--- config.mk ---
export PLATFORM = sky130hd
export DESIGN_NAME = wb_stage
export DESIGN_NICKNAME = d
export VERILOG_FILES = /design/src/rtl/wb_stage_pkg.sv /design/src/rtl/wb_stage_load_ext.sv /design/src/rtl/wb_stage.sv
export SDC_FILE = /design/constraint.sdc
export NUM_CORES = 1
export LEC_CHECK = 0
export BUFFER_PORTS_ARGS = -buffer_cell sky130_fd_sc_hd__buf_2
export CAP_MARGIN = 20
export CELL_PAD_IN_SITES_DETAIL_PLACEMENT = 0
export CELL_PAD_IN_SITES_GLOBAL_PLACEMENT = 1
export CORE_MARGIN = 8
export CORE_UTILIZATION = 42
export CTS_CLUSTER_SIZE = 12
export DETAILED_ROUTE_END_ITERATION = 6
export MAX_ROUTING_LAYER = met4
export PLACE_DENSITY_LB_ADDON = 0.1
export SLEW_MARGIN = 10
export SYNTH_ARGS = -nofsm -noshare
export SYNTH_HDL_FRONTEND = slang
export SYNTH_SLANG_ARGS = --single-unit
export TNS_END_PERCENT = 100
--- constraint.sdc ---
create_clock -name clk -period 3.25 [get_ports clk]
set_input_delay 0.1625 -clock clk [delete_from_list [all_inputs] [get_ports clk]]
set_output_delay 0.1625 -clock clk [all_outputs]
set_load 0.02 [all_outputs]
--- src/rtl/wb_stage_pkg.sv ---
// Shared encodings for the writeback stage: writeback-source select codes
// and load funct3 codes.
package wb_stage_pkg;

  localparam logic [1:0] WB_ALU  = 2'b00;
  localparam logic [1:0] WB_LOAD = 2'b01;
  localparam logic [1:0] WB_PC4  = 2'b10;
  localparam logic [1:0] WB_IMM  = 2'b11;

  localparam logic [2:0] LD_B  = 3'b000;
  localparam logic [2:0] LD_H  = 3'b001;
  localparam logic [2:0] LD_W  = 3'b010;
  localparam logic [2:0] LD_BU = 3'b100;
  localparam logic [2:0] LD_HU = 3'b101;

endpackage

--- src/rtl/wb_stage_load_ext.sv ---
// Picks the byte/half lane out of an aligned load word and sign- or
// zero-extends it; unknown funct3 codes fall back to the full word.
module load_ext
  import wb_stage_pkg::*;
#(
  parameter int XLEN = 32
) (
  input  logic [XLEN-1:0] raw,
  input  logic [1:0]      ofs,
  input  logic [2:0]      ld_type,
  output logic [XLEN-1:0] ext
);

  logic [7:0]  byte_v;
  logic [15:0] half_v;

  always_comb begin
    byte_v = 8'h00;
    case (ofs)
      2'd0:    byte_v = raw[7:0];
      2'd1:    byte_v = raw[15:8];
      2'd2:    byte_v = raw[23:16];
      default: byte_v = raw[31:24];
    endcase
    // Halfword lane is chosen by bit 1 only; a misaligned bit 0 is ignored.
    half_v = ofs[1] ? raw[31:16] : raw[15:0];

    case (ld_type)
      LD_B:    ext = {{(XLEN-8){byte_v[7]}}, byte_v};
      LD_BU:   ext = {{(XLEN-8){1'b0}}, byte_v};
      LD_H:    ext = {{(XLEN-16){half_v[15]}}, half_v};
      LD_HU:   ext = {{(XLEN-16){1'b0}}, half_v};
      default: ext = raw;
    endcase
  end

endmodule

--- src/rtl/wb_stage.sv ---
// Writeback stage: MEM/WB register, writeback mux, once-only commit under
// stall, register-file write port, ID bypass, trace port and instret.
module wb_stage
  import wb_stage_pkg::*;
#(
  parameter int XLEN  = 32,
  parameter int CNT_W = 64
) (
  input  logic             clk,
  input  logic             rst_n,
  input  logic             stall_i,
  input  logic             flush_i,
  input  logic             mem_valid_i,
  input  logic [XLEN-1:0]  mem_pc_i,
  input  logic [4:0]       mem_rd_i,
  input  logic             mem_rf_we_i,
  input  logic [1:0]       mem_wb_sel_i,
  input  logic [XLEN-1:0]  mem_alu_i,
  input  logic [XLEN-1:0]  mem_load_i,
  input  logic [2:0]       mem_ld_type_i,
  input  logic [XLEN-1:0]  mem_imm_i,
  output logic             we_reg,
  output logic [4:0]       wr,
  output logic [XLEN-1:0]  wd,
  output logic             fwd_valid_o,
  output logic [4:0]       fwd_rd_o,
  output logic [XLEN-1:0]  fwd_data_o,
  output logic             debug_wb_have_inst,
  output logic [XLEN-1:0]  debug_wb_pc,
  output logic             debug_wb_ena,
  output logic [4:0]       debug_wb_reg,
  output logic [XLEN-1:0]  debug_wb_value,
  output logic [CNT_W-1:0] instret_o
);

  // Flow control: flush_i beats stall_i; stall_i holds every field. The
  // done bit remembers that the held instruction already committed so a
  // multi-cycle stall retires it exactly once.
  logic             valid_q;
  logic             done_q;
  logic [XLEN-1:0]  pc_q;
  logic [4:0]       rd_q;
  logic             rf_we_q;
  logic [1:0]       wb_sel_q;
  logic [XLEN-1:0]  alu_q;
  logic [XLEN-1:0]  load_q;
  logic [2:0]       ld_type_q;
  logic [XLEN-1:0]  imm_q;
  logic [CNT_W-1:0] instret_q;

  logic             commit;
  logic [XLEN-1:0]  load_val;
  logic [XLEN-1:0]  wb_val;

  assign commit = valid_q & ~done_q;

  always_ff @(posedge clk or negedge rst_n) begin
    if (!rst_n) begin
      valid_q   <= 1'b0;
      done_q    <= 1'b0;
      pc_q      <= '0;
      rd_q      <= '0;
      rf_we_q   <= 1'b0;
      wb_sel_q  <= '0;
      alu_q     <= '0;
      load_q    <= '0;
      ld_type_q <= '0;
      imm_q     <= '0;
    end else if (flush_i) begin
      valid_q <= 1'b0;
      done_q  <= 1'b0;
    end else if (stall_i) begin
      if (commit) done_q <= 1'b1;
    end else begin
      valid_q   <= mem_valid_i;
      done_q    <= 1'b0;
      pc_q      <= mem_pc_i;
      rd_q      <= mem_rd_i;
      rf_we_q   <= mem_rf_we_i;
      wb_sel_q  <= mem_wb_sel_i;
      alu_q     <= mem_alu_i;
      load_q    <= mem_load_i;
      ld_type_q <= mem_ld_type_i;
      imm_q     <= mem_imm_i;
    end
  end

  always_ff @(posedge clk or negedge rst_n) begin
    if (!rst_n)      instret_q <= '0;
    else if (commit) instret_q <= instret_q + CNT_W'(1);
  end

  load_ext #(.XLEN(XLEN)) u_load_ext (
    .raw     (load_q),
    .ofs     (alu_q[1:0]),
    .ld_type (ld_type_q),
    .ext     (load_val)
  );

  always_comb begin
    wb_val = alu_q;
    case (wb_sel_q)
      WB_ALU:  wb_val = alu_q;
      WB_LOAD: wb_val = load_val;
      WB_PC4:  wb_val = pc_q + XLEN'(4);
      default: wb_val = imm_q;
    endcase
  end

  assign we_reg             = commit & rf_we_q & (rd_q != 5'd0);
  assign wr                 = rd_q;
  assign wd                 = wb_val;
  assign fwd_valid_o        = we_reg;
  assign fwd_rd_o           = rd_q;
  assign fwd_data_o         = wb_val;
  assign debug_wb_have_inst = commit;
  assign debug_wb_pc        = pc_q;
  assign debug_wb_ena       = we_reg;
  assign debug_wb_reg       = rd_q;
  assign debug_wb_value     = wb_val;
  assign instret_o          = instret_q;

endmodule
==> qor.csv, run 1 <==
metric;value;unit
status;completed;
vias;9093;
ir_drop;0.4425;mV
cp.required;3.09;ns
nNetsFinal;1556;
cts_root_buf;clkbuf_16;
clock_latency;0.52;ns
port-buffer-count;354;
routed_wl;34.92;mm
layoutNonFillerInstCount;1763;
largest_reg_flops;64;
netlist_area;10810;um2
cts_buffer_depth;3;
crit_fanout;7;
htree_levels;1;
synth_top_family_by_area;multiplexers;
syn_inst;993;
cp_data_arrival_time;2.88;ns
synth_compound_area_frac;0.09247;
slowest_stage;mux4_2;
area.growth.synth_to_final;35.98;%
ys_ff_latch;205;
die_area;31130;um2
antenna_found_initial;5;
hold_viol;0;
core_area;25250;um2
grt_pass1_vias;9650;
synth.most_common_cell;dfrtp_1;
die_x;176.4;um
critical_path_class;register to output port;
cellPowerDensity;573.3;nW/um2
synth_top_flop_cell;dfrtp_1;
ys_top_cells_by_count;205 x dfrtp_1, 129 x mux2_2, 76 x buf_4;
gp_congestion;0.8292;
first_iter_violations;461;
slew_headroom;0.4743;
grt_setup_unrepaired;no;
period_share;0.9377;
yosysTopAreaCell;dfrtp_1;
grt_max_degree;93;
end_kind;output port;
setup_tns;0;ns
drc;0;
die_h;176.4;um
synth_mux_area_frac;0.1550;
cts_made_buffers;24;
cp_cell_sequence;mux4_2 > o221ai_4 > nor3_4 > a21o_1 > mux4_2 > buf_2;
synthTopCellsByArea;dfrtp_1 47%, mux2_2 13%, buf_4 5.3%;
overflow;0;
max_stage_delay;0.56;ns
core.rowCount;58;
grt_pass1_wl;54.63;mm
clock_skew;0.006827;ns
ys_warn_count;0;
grt_usage;0.2256;
finalCriticalPeriod;3.047;ns
avgViaCountPerCell;5.158;
hold_path.class;input pin to async pin;
drtPass1Iterations;5;
power.leakage;0.006861;uW
synth-async-reset-ratio;1.000;
drive_gt1_frac;0.3978;
drv_slew;0;
synth-xor-area-share;0.06562;
synth_cell_type_count;67;
utilization;0.5821;
syn_nets;1139;
antenna_left;0;
clk_pin_slew;0.06;ns
dp_hpwl;25.69;mm
synth_edf_count;0;
maxCapViolations;0;
finalSetupViolations;0;
synthAdderAreaFrac;0.002315;
cp-start-kind;register;
cp_top_family;multiplexers;
pin_count;355;
clock-sinks;205;
worst_path_most_repeated_cell;mux4_2;
max_slew.worst_pin.slew;0.7885;ns
crit_buf_inv;1;
wl_per_cell;19.81;um
synth_top_area_frac;0.4745;
synth.avg_cell_area;10.89;um2
yosysSeqAreaShare;0.4745;
start_util;0.4281;
total_power;8429;uW
max_clock_freq;328.1;MHz
post-place-cells;1571;
cts_tree;yes;
synth-simple-area-share;0.1341;
## stage by stage
stage	hold slack (ns)	worst slack, ns	instance area, um2
final	0.2355	0.2026	14700
after global routing	0.3116	0.02199	14700
after CTS	0.2766	0.07149	14660
after detailed placement	0.2301	0.6334	12440
after global placement	0.2350	0.6566	12440
after floorplan	-0.1331	0.5955	10810
## report_power, final
group	switching (uW)	total (uW)	internal, uW
Clock	1090	2660	1580
Sequential	331	3170	2840
Combinational	1570	2590	1030
Total	2980	8430	5440
## area by class of cell
cell class                      count  area (um2)
Sequential cell                   205        5134
Tap cell                          330       412.9
Multi-Input combinational cell    647        4901
Clock buffer                       34       698.2
Timing Repair Buffer              516        3393
Clock inverter                     10       90.09
Antenna cell                        5       12.51
Inverter                           16       60.06
Fill cell                        2222       10550
## layer usage
layer  track usage  part of all wire  vias up
li1              -                 -     4333
met5             -                 0        -
met2        0.3728              0.50      254
met3       0.05277             0.063       37
met4       0.04588             0.016        0
met1        0.2794              0.42     4469
## layout by cell type (no fill, tap or decap), drive strengths merged, types with 9 or more instances in the layout
master and instances:
a21oi 26, a21o 9, nand4 30, dlygate4sd3 143, dfrtp 205, nand2 64, and3 14, mux2i 11
buf 373, o21ai 38, clkbuf 34, nor2b 13, nor2 45, o22ai 10, clkinv 9, nand3 45
nor4 12, mux2 129, xnor2 52, xor2 29, nor3 14, inv 16
## kinds of logic after synthesis
| kind of cell | count (synthesis) |
|---|---|
| AND/OR/NAND/NOR | 272 |
| flip-flops | 205 |
| AO/OA/AOI/OAI | 147 |
| multiplexers | 145 |
| buffers and inverters | 141 |
| XOR/XNOR | 81 |
| adder cells (fa/ha/maj) | 2 |
## final timing paths
check | slack (ns) | end | from | cells after the start
worst max-delay path | 0.20 | debug_wb_value[18] | load_q[31] | 6
worst min-delay path | 0.24 | load_q[26] | rst_n | 2
worst max register to register | 0.78 | instret_o[38] | instret_o[24] | 5
worst min register to register | 0.48 | instret_o[37] | instret_o[37] | 1
max in group asynchronous | 2.16 | wb_sel_q[0] | rst_n | 3
min in group clk | 0.40 | debug_wb_pc[17] | mem_pc_i[17] | 3
## what timing repair did
action	in CTS	in global routing
setup buffers	0	0
endpoints found under the setup margin	0	20
gates resized for setup	0	6
endpoints found under the hold margin	229	0
hold buffers	143	0
## worst reg2reg max path: stages, from the launching register on
cell,delay [ns]
dfrtp_1,0.44
nand4_1,0.26
nor4_1,0.54
and2_1,0.72
nand3_1,0.21
xnor2_1,0.17
Note: power is estimated with default switching activity, not from simulation.
==> inputs of run 2 (changes only) <==
--- a/config.mk
+++ b/config.mk
@@ -7,7 +7,7 @@
 export LEC_CHECK = 0
 export BUFFER_PORTS_ARGS = -buffer_cell sky130_fd_sc_hd__buf_2
 export CAP_MARGIN = 20
-export CELL_PAD_IN_SITES_DETAIL_PLACEMENT = 0
+export CELL_PAD_IN_SITES_DETAIL_PLACEMENT = 1
 export CELL_PAD_IN_SITES_GLOBAL_PLACEMENT = 1
 export CORE_MARGIN = 8
 export CORE_UTILIZATION = 42
==> run 2 against run 1 <==
  * Core utilization is 0.074 points lower
  * Clock skew is 0.0061 ns higher
  * Total power is 0.97% higher
  * Worst setup slack worse by 0.085 ns
  * Combinational power is 3% higher
  * Routed wire length is 12% higher
==> qor.csv, run 2 (synthesis results as in run 1) <==
metric;value;unit;change
slowest_stage;dfrtp_1;;
cp.required;3.09;ns;about the same
critical_path_class;register to output port;;
crit_buf_inv;1;;unchanged
first_iter_violations;526;;+14%
cts_made_buffers;24;;unchanged
cp-start-kind;register;;
clock_latency;0.52;ns;about the same
clk_pin_slew;0.06;ns;about the same
dp_hpwl;27.47;mm;+6.9%
avgViaCountPerCell;5.347;;+3.7%
grt_max_degree;93;;unchanged
mostFrequentLayoutCell;buf_2;;
routed_wl;39.28;mm;+12%
worst_r2r_startpoint;instret_o[24];;
finalCriticalPeriod;3.132;ns;+0.08497 ns
drv_slew;0;;unchanged
internal-power;5462;uW;+0.32%
end_kind;output port;;
combinationalPowerShare;0.312;;+0.004
core_area;25250;um2;unchanged
finalSetupViolations;0;;unchanged
cts_tree;yes;;
cp_data_arrival_time;2.97;ns;+0.09 ns
overflow;0;;unchanged
max_clock_freq;319.2;MHz;-2.7%
ff2ff_setup_slack;0.77;ns;about the same
post_cts_buffers;0;;unchanged
max_stage_delay;0.76;ns;+0.20 ns
grt_setup_unrepaired;no;;
switching_power;3049;uW;+2.1%
gp_congestion;0.8292;;unchanged
pin_count;355;;unchanged
max_slew.worst_pin.slew;0.7612;ns;-0.02738 ns
ir_drop;0.5593;mV;+26%
clock_skew;0.01294;ns;+0.006115 ns
cts_root_buf;clkbuf_16;;
grt_pass1_wl;61.22;mm;+12%
status;completed;;
die_h;176.4;um;unchanged
hold_path.class;input pin to async pin;;
die_area;31130;um2;unchanged
hold_viol;0;;unchanged
r2r_end;instret_o[61];;
wl_per_cell;22.32;um;+13%
final_cell_mix;353 x buf_2, 203 x dfrtp_1, 143 x dlygate4sd3_1, 129 x mux2_2, 64 x nand2_1;;
sw_frac_of_total;0.3582;;+0.004146
nNetsFinal;1556;;unchanged
hold_slack;0.2690;ns;+0.03342 ns
htree_levels;1;;unchanged
setup_tns;0;ns;unchanged
seqPwrFrac;0.374;;-0.002
cellPowerDensity;579.6;nW/um2;+1.1%
drive_gt1_frac;0.3955;;-0.002247
cts_buffer_depth;3;;unchanged
vias;9411;;+3.5%
grt_usage;0.2554;;+0.02986
crit_fanout;20;;+13
port-buffer-count;354;;unchanged
die_x;176.4;um;unchanged
clkPwrFrac;0.314;;-0.002
cp_top_family;compound AO/OA/AOI/OAI gates;;
slew_headroom;0.4926;;+0.01825
area.growth.synth_to_final;35.81;%;
antenna_left;0;;unchanged
grt_pass1_vias;10410;;+7.8%
drtPass1Iterations;6;;+1
maxCapViolations;0;;unchanged
cp_cell_sequence;a21bo_2 > o221ai_4 > nor3_4 > a211oi_1 > o32ai_1 > buf_2;;
core.rowCount;58;;unchanged
start_util;0.4281;;unchanged
clock-sinks;205;;unchanged
drc;0;;unchanged
largest_reg_flops;64;;unchanged
power.leakage;0.006858;uW;about the same
antenna_found_initial;4;;-1
r2r_cells;5;;unchanged
period_share;0.9638;;+0.02615
-- run 2: cell count changes in the layout (fill, tap and decap cells not counted), sizes merged --
cell / before / now
clkbuf: 34 / 37
diode: 5 / 4
bufinv: 1 / 0
clkinv: 9 / 5
-- run 2: area by class of cell --
type | instances | area [um2]
timing repair buffer | 516 | 3393
clock inverter | 5 | 25.02
multi-input combinational | 647 | 4888
fill | 2836 | 10570
inverter | 16 | 60.06
sequential | 205 | 5132
antenna | 4 | 10.01
tap | 330 | 412.9
clock buffer | 37 | 760.7
-- run 2: per-layer routing --
metal	GRT usage	routed length [um]	vias to the layer above
li1	-	-	4330
met1	0.3017	15660	4734
met2	0.4333	20080	279
met3	0.05853	2506	68
met4	0.06830	1037	0
met5	-	0	-
-- run 2: worst max-delay path by stage --
stage,start,endpoint,slack [ns],depth (start not counted)
after CTS,debug_wb_pc[9],fwd_data_o[28],0.05,6
after global routing,ld_type_q[0],debug_wb_value[16],0.002,6
after floorplan,debug_wb_pc[5],fwd_data_o[15],0.60,7
after detailed placement,debug_wb_pc[9],fwd_data_o[28],0.61,6
final,ld_type_q[0],debug_wb_value[16],0.12,6
after global placement,load_q[31],fwd_data_o[16],0.66,6
-- run 2: power by group through the flow --
stage	Sequential [uW]	Clock (uW)	Combinational, uW
6_report	3180	2670	2660
5_1_grt	3230	2850	2840
4_1_cts	3180	2740	2650
3_5_place_dp	3220	0	2490
3_3_place_gp	3200	0	2460
2_1_floorplan	3200	0	1830
-- run 2: repair_timing --
action / in CTS / in global routing
endpoints found under the hold margin: 229 / 0
setup endpoints to repair: 0 / 12
hold buffers: 143 / 0
gates resized for setup: 0 / 4
-- run 2: through the flow --
step | power, uW | util | std cells | instance area [um2] | setup slack, ns
detailed placement | 5710 | 0.4926 | 1571 | 12440 | 0.6096
global placement | 5662 | 0.4926 | 1571 | 12440 | 0.6566
finish | 8511 | 0.5814 | 1760 | 14680 | 0.1176
floorplan | 5022 | - | 993 | 10810 | 0.5955
global route | 8920 | 0.5814 | 1760 | 14680 | 0.001990
CTS | 8561 | 0.5804 | 1756 | 14660 | 0.05062
==> inputs of run 3 (changes only) <==
--- a/config.mk
+++ b/config.mk
@@ -9,8 +9,9 @@
 export CAP_MARGIN = 20
 export CELL_PAD_IN_SITES_DETAIL_PLACEMENT = 1
 export CELL_PAD_IN_SITES_GLOBAL_PLACEMENT = 1
-export CORE_MARGIN = 8
+export CORE_MARGIN = 1
 export CORE_UTILIZATION = 42
+export CTS_BUF_LIST = sky130_fd_sc_hd__clkbuf_4 sky130_fd_sc_hd__clkbuf_8 sky130_fd_sc_hd__clkbuf_16
 export CTS_CLUSTER_SIZE = 12
 export DETAILED_ROUTE_END_ITERATION = 6
 export MAX_ROUTING_LAYER = met4
==> run 3 against run 2 <==
  * Routed wire length down 5.2%
  * Core utilization increased by 0.41 points
  * First-iteration DRC count down 1.5%
  * Register-to-register slack better by 0.10 ns
  * Sequential cell count is the same
  * Clock skew fell by 0.0047 ns
  * Clock-buffer cell count is 1 lower
  * Non-clock buffer count increased by 2
==> qor.csv, run 3 (synthesis results as in run 1) <==
metric;value;unit;change
crit_fanout;20;;unchanged
cts_buffer_depth;3;;unchanged
mostFrequentLayoutCell;buf_2;;
design_area;14740;um2;+0.41%
htree_levels;1;;unchanged
cp-start-kind;register;;
first_iter_violations;518;;-1.5%
dp_hpwl;24.67;mm;-10%
slew_headroom;0.4921;;about the same
largest_reg_flops;64;;unchanged
hold_path.class;input pin to async pin;;
routed_wl;37.23;mm;-5.2%
finalCriticalPeriod;3.065;ns;-0.06754 ns
clk_pin_slew;0.06;ns;about the same
grt_pass1_vias;10080;;-3.1%
routed.top_layer;met4;;
critical_path_class;register to output port;;
start_util;0.4293;;+0.001234
cellPowerDensity;579.8;nW/um2;about the same
max_clock_freq;326.3;MHz;+2.2%
finalSetupViolations;0;;unchanged
cts_tree;yes;;
cts_made_buffers;24;;unchanged
clock_latency;0.53;ns;about the same
power.leakage;0.006888;uW;+0.43%
clock_skew;0.008224;ns;-0.004718 ns
maxCapViolations;0;;unchanged
cp.required;3.09;ns;about the same
max_slew.worst_pin.slew;0.7549;ns;-0.006245 ns
drtPass1Iterations;5;;-1
overflow;0;;unchanged
place_area;12430;um2;about the same
die_area;26390;um2;-15%
grt_setup_unrepaired;no;;
cts_root_buf;clkbuf_16;;
ir_drop;0.4225;mV;-24%
drv_slew;0;;unchanged
final_cell_mix;353 x buf_2, 203 x dfrtp_1, 143 x dlygate4sd3_1, 129 x mux2_2, 64 x nand2_1;;
hold_viol;0;;unchanged
period_share;0.9430;;-0.02078
core_area;25180;um2;-0.29%
antenna_found_initial;5;;+1
port-buffer-count;354;;unchanged
clock-sinks;205;;unchanged
grt_usage;0.2904;;+0.03499
avgViaCountPerCell;5.315;;-0.60%
grt_pass1_wl;57.56;mm;-6.0%
die_x;162.4;um;-7.9%
core.rowCount;58;;unchanged
setup_tns;0;ns;unchanged
antenna_left;0;;unchanged
end_kind;output port;;
gp_congestion;0.8205;;-1.0%
pin_count;355;;unchanged
wl_met1;15.39;mm;-1.7%
cp_data_arrival_time;2.90;ns;-0.07 ns
die_h;162.4;um;-7.9%
grt_max_degree;86;;-7.5%
drc;0;;unchanged
wl_met2;18.83;mm;-6.2%
area.growth.synth_to_final;36.36;%;
dr_wl_met3;2.029;mm;-19%
vias;9381;;-0.32%
status;completed;;
ff2ff_setup_slack;0.87;ns;+0.10 ns
drive_gt1_frac;0.4003;;+0.004768
nNetsFinal;1558;;+0.13%
wl_per_cell;21.09;um;-5.5%
## run 3: stage by stage
stage / cells / hold WS (ns) / setup slack [ns] / utilization / power, uW
after floorplan: 993 / -0.1331 / 0.5955 / - / 5022
after global placement: 1570 / 0.2129 / 0.7286 / 0.4937 / 5611
after detailed placement: 1570 / 0.2116 / 0.6613 / 0.4937 / 5654
after CTS: 1756 / 0.2496 / 0.07702 / 0.5826 / 8559
after global routing: 1764 / 0.2795 / 0.03208 / 0.5854 / 8926
final: 1765 / 0.2311 / 0.1851 / 0.5855 / 8547
## run 3: final timing paths
| kind | from | cells past startpoint | end |
|---|---|---|---|
| worst max-delay path | ld_type_q[0] | 6 | debug_wb_value[4] |
| worst min-delay path | rst_n | 2 | load_q[20] |
| worst max register to register | instret_o[0] | 6 | instret_o[50] |
| worst min register to register | instret_o[63] | 1 | instret_o[63] |
| max in group asynchronous | rst_n | 3 | debug_wb_pc[18] |
| min in group clk | mem_load_i[8] | 4 | load_q[8] |
## run 3: layout make-up
class | count | area [um2]
tap | 330 | 412.9
clock buffer | 36 | 734.5
antenna | 6 | 15.01
inverter | 16 | 60.06
timing repair buffer | 518 | 3408
clock inverter | 7 | 71.32
sequential | 205 | 5132
multi-input combinational | 647 | 4908
fill | 2776 | 10440
## run 3: layer usage
layer,up-vias,global-route usage
met5,-,-
met4,0,0.08448
met3,62,0.04915
met2,286,0.4979
met1,4708,0.3498
li1,4325,-
## run 3: worst max-delay path, stage by stage (launching register included)
cell	delay (ns)
dfrtp_1	0.61
nand2b_1	0.29
a21oi_1	0.47
o221ai_1	0.26
o211a_1	0.28
a21oi_1	0.24
buf_2	0.23
## run 3: repair_timing
action,in CTS,in global routing
buffers inserted,0,3
endpoints found under the hold margin,222,0
gates resized for setup,0,7
setup endpoints to repair,0,24
hold buffers,143,0
## run 3: report_power, final
group | internal [uW] | switching, uW
sequential | 2840 | 350
combinational | 1030 | 1590
clock | 1640 | 1090
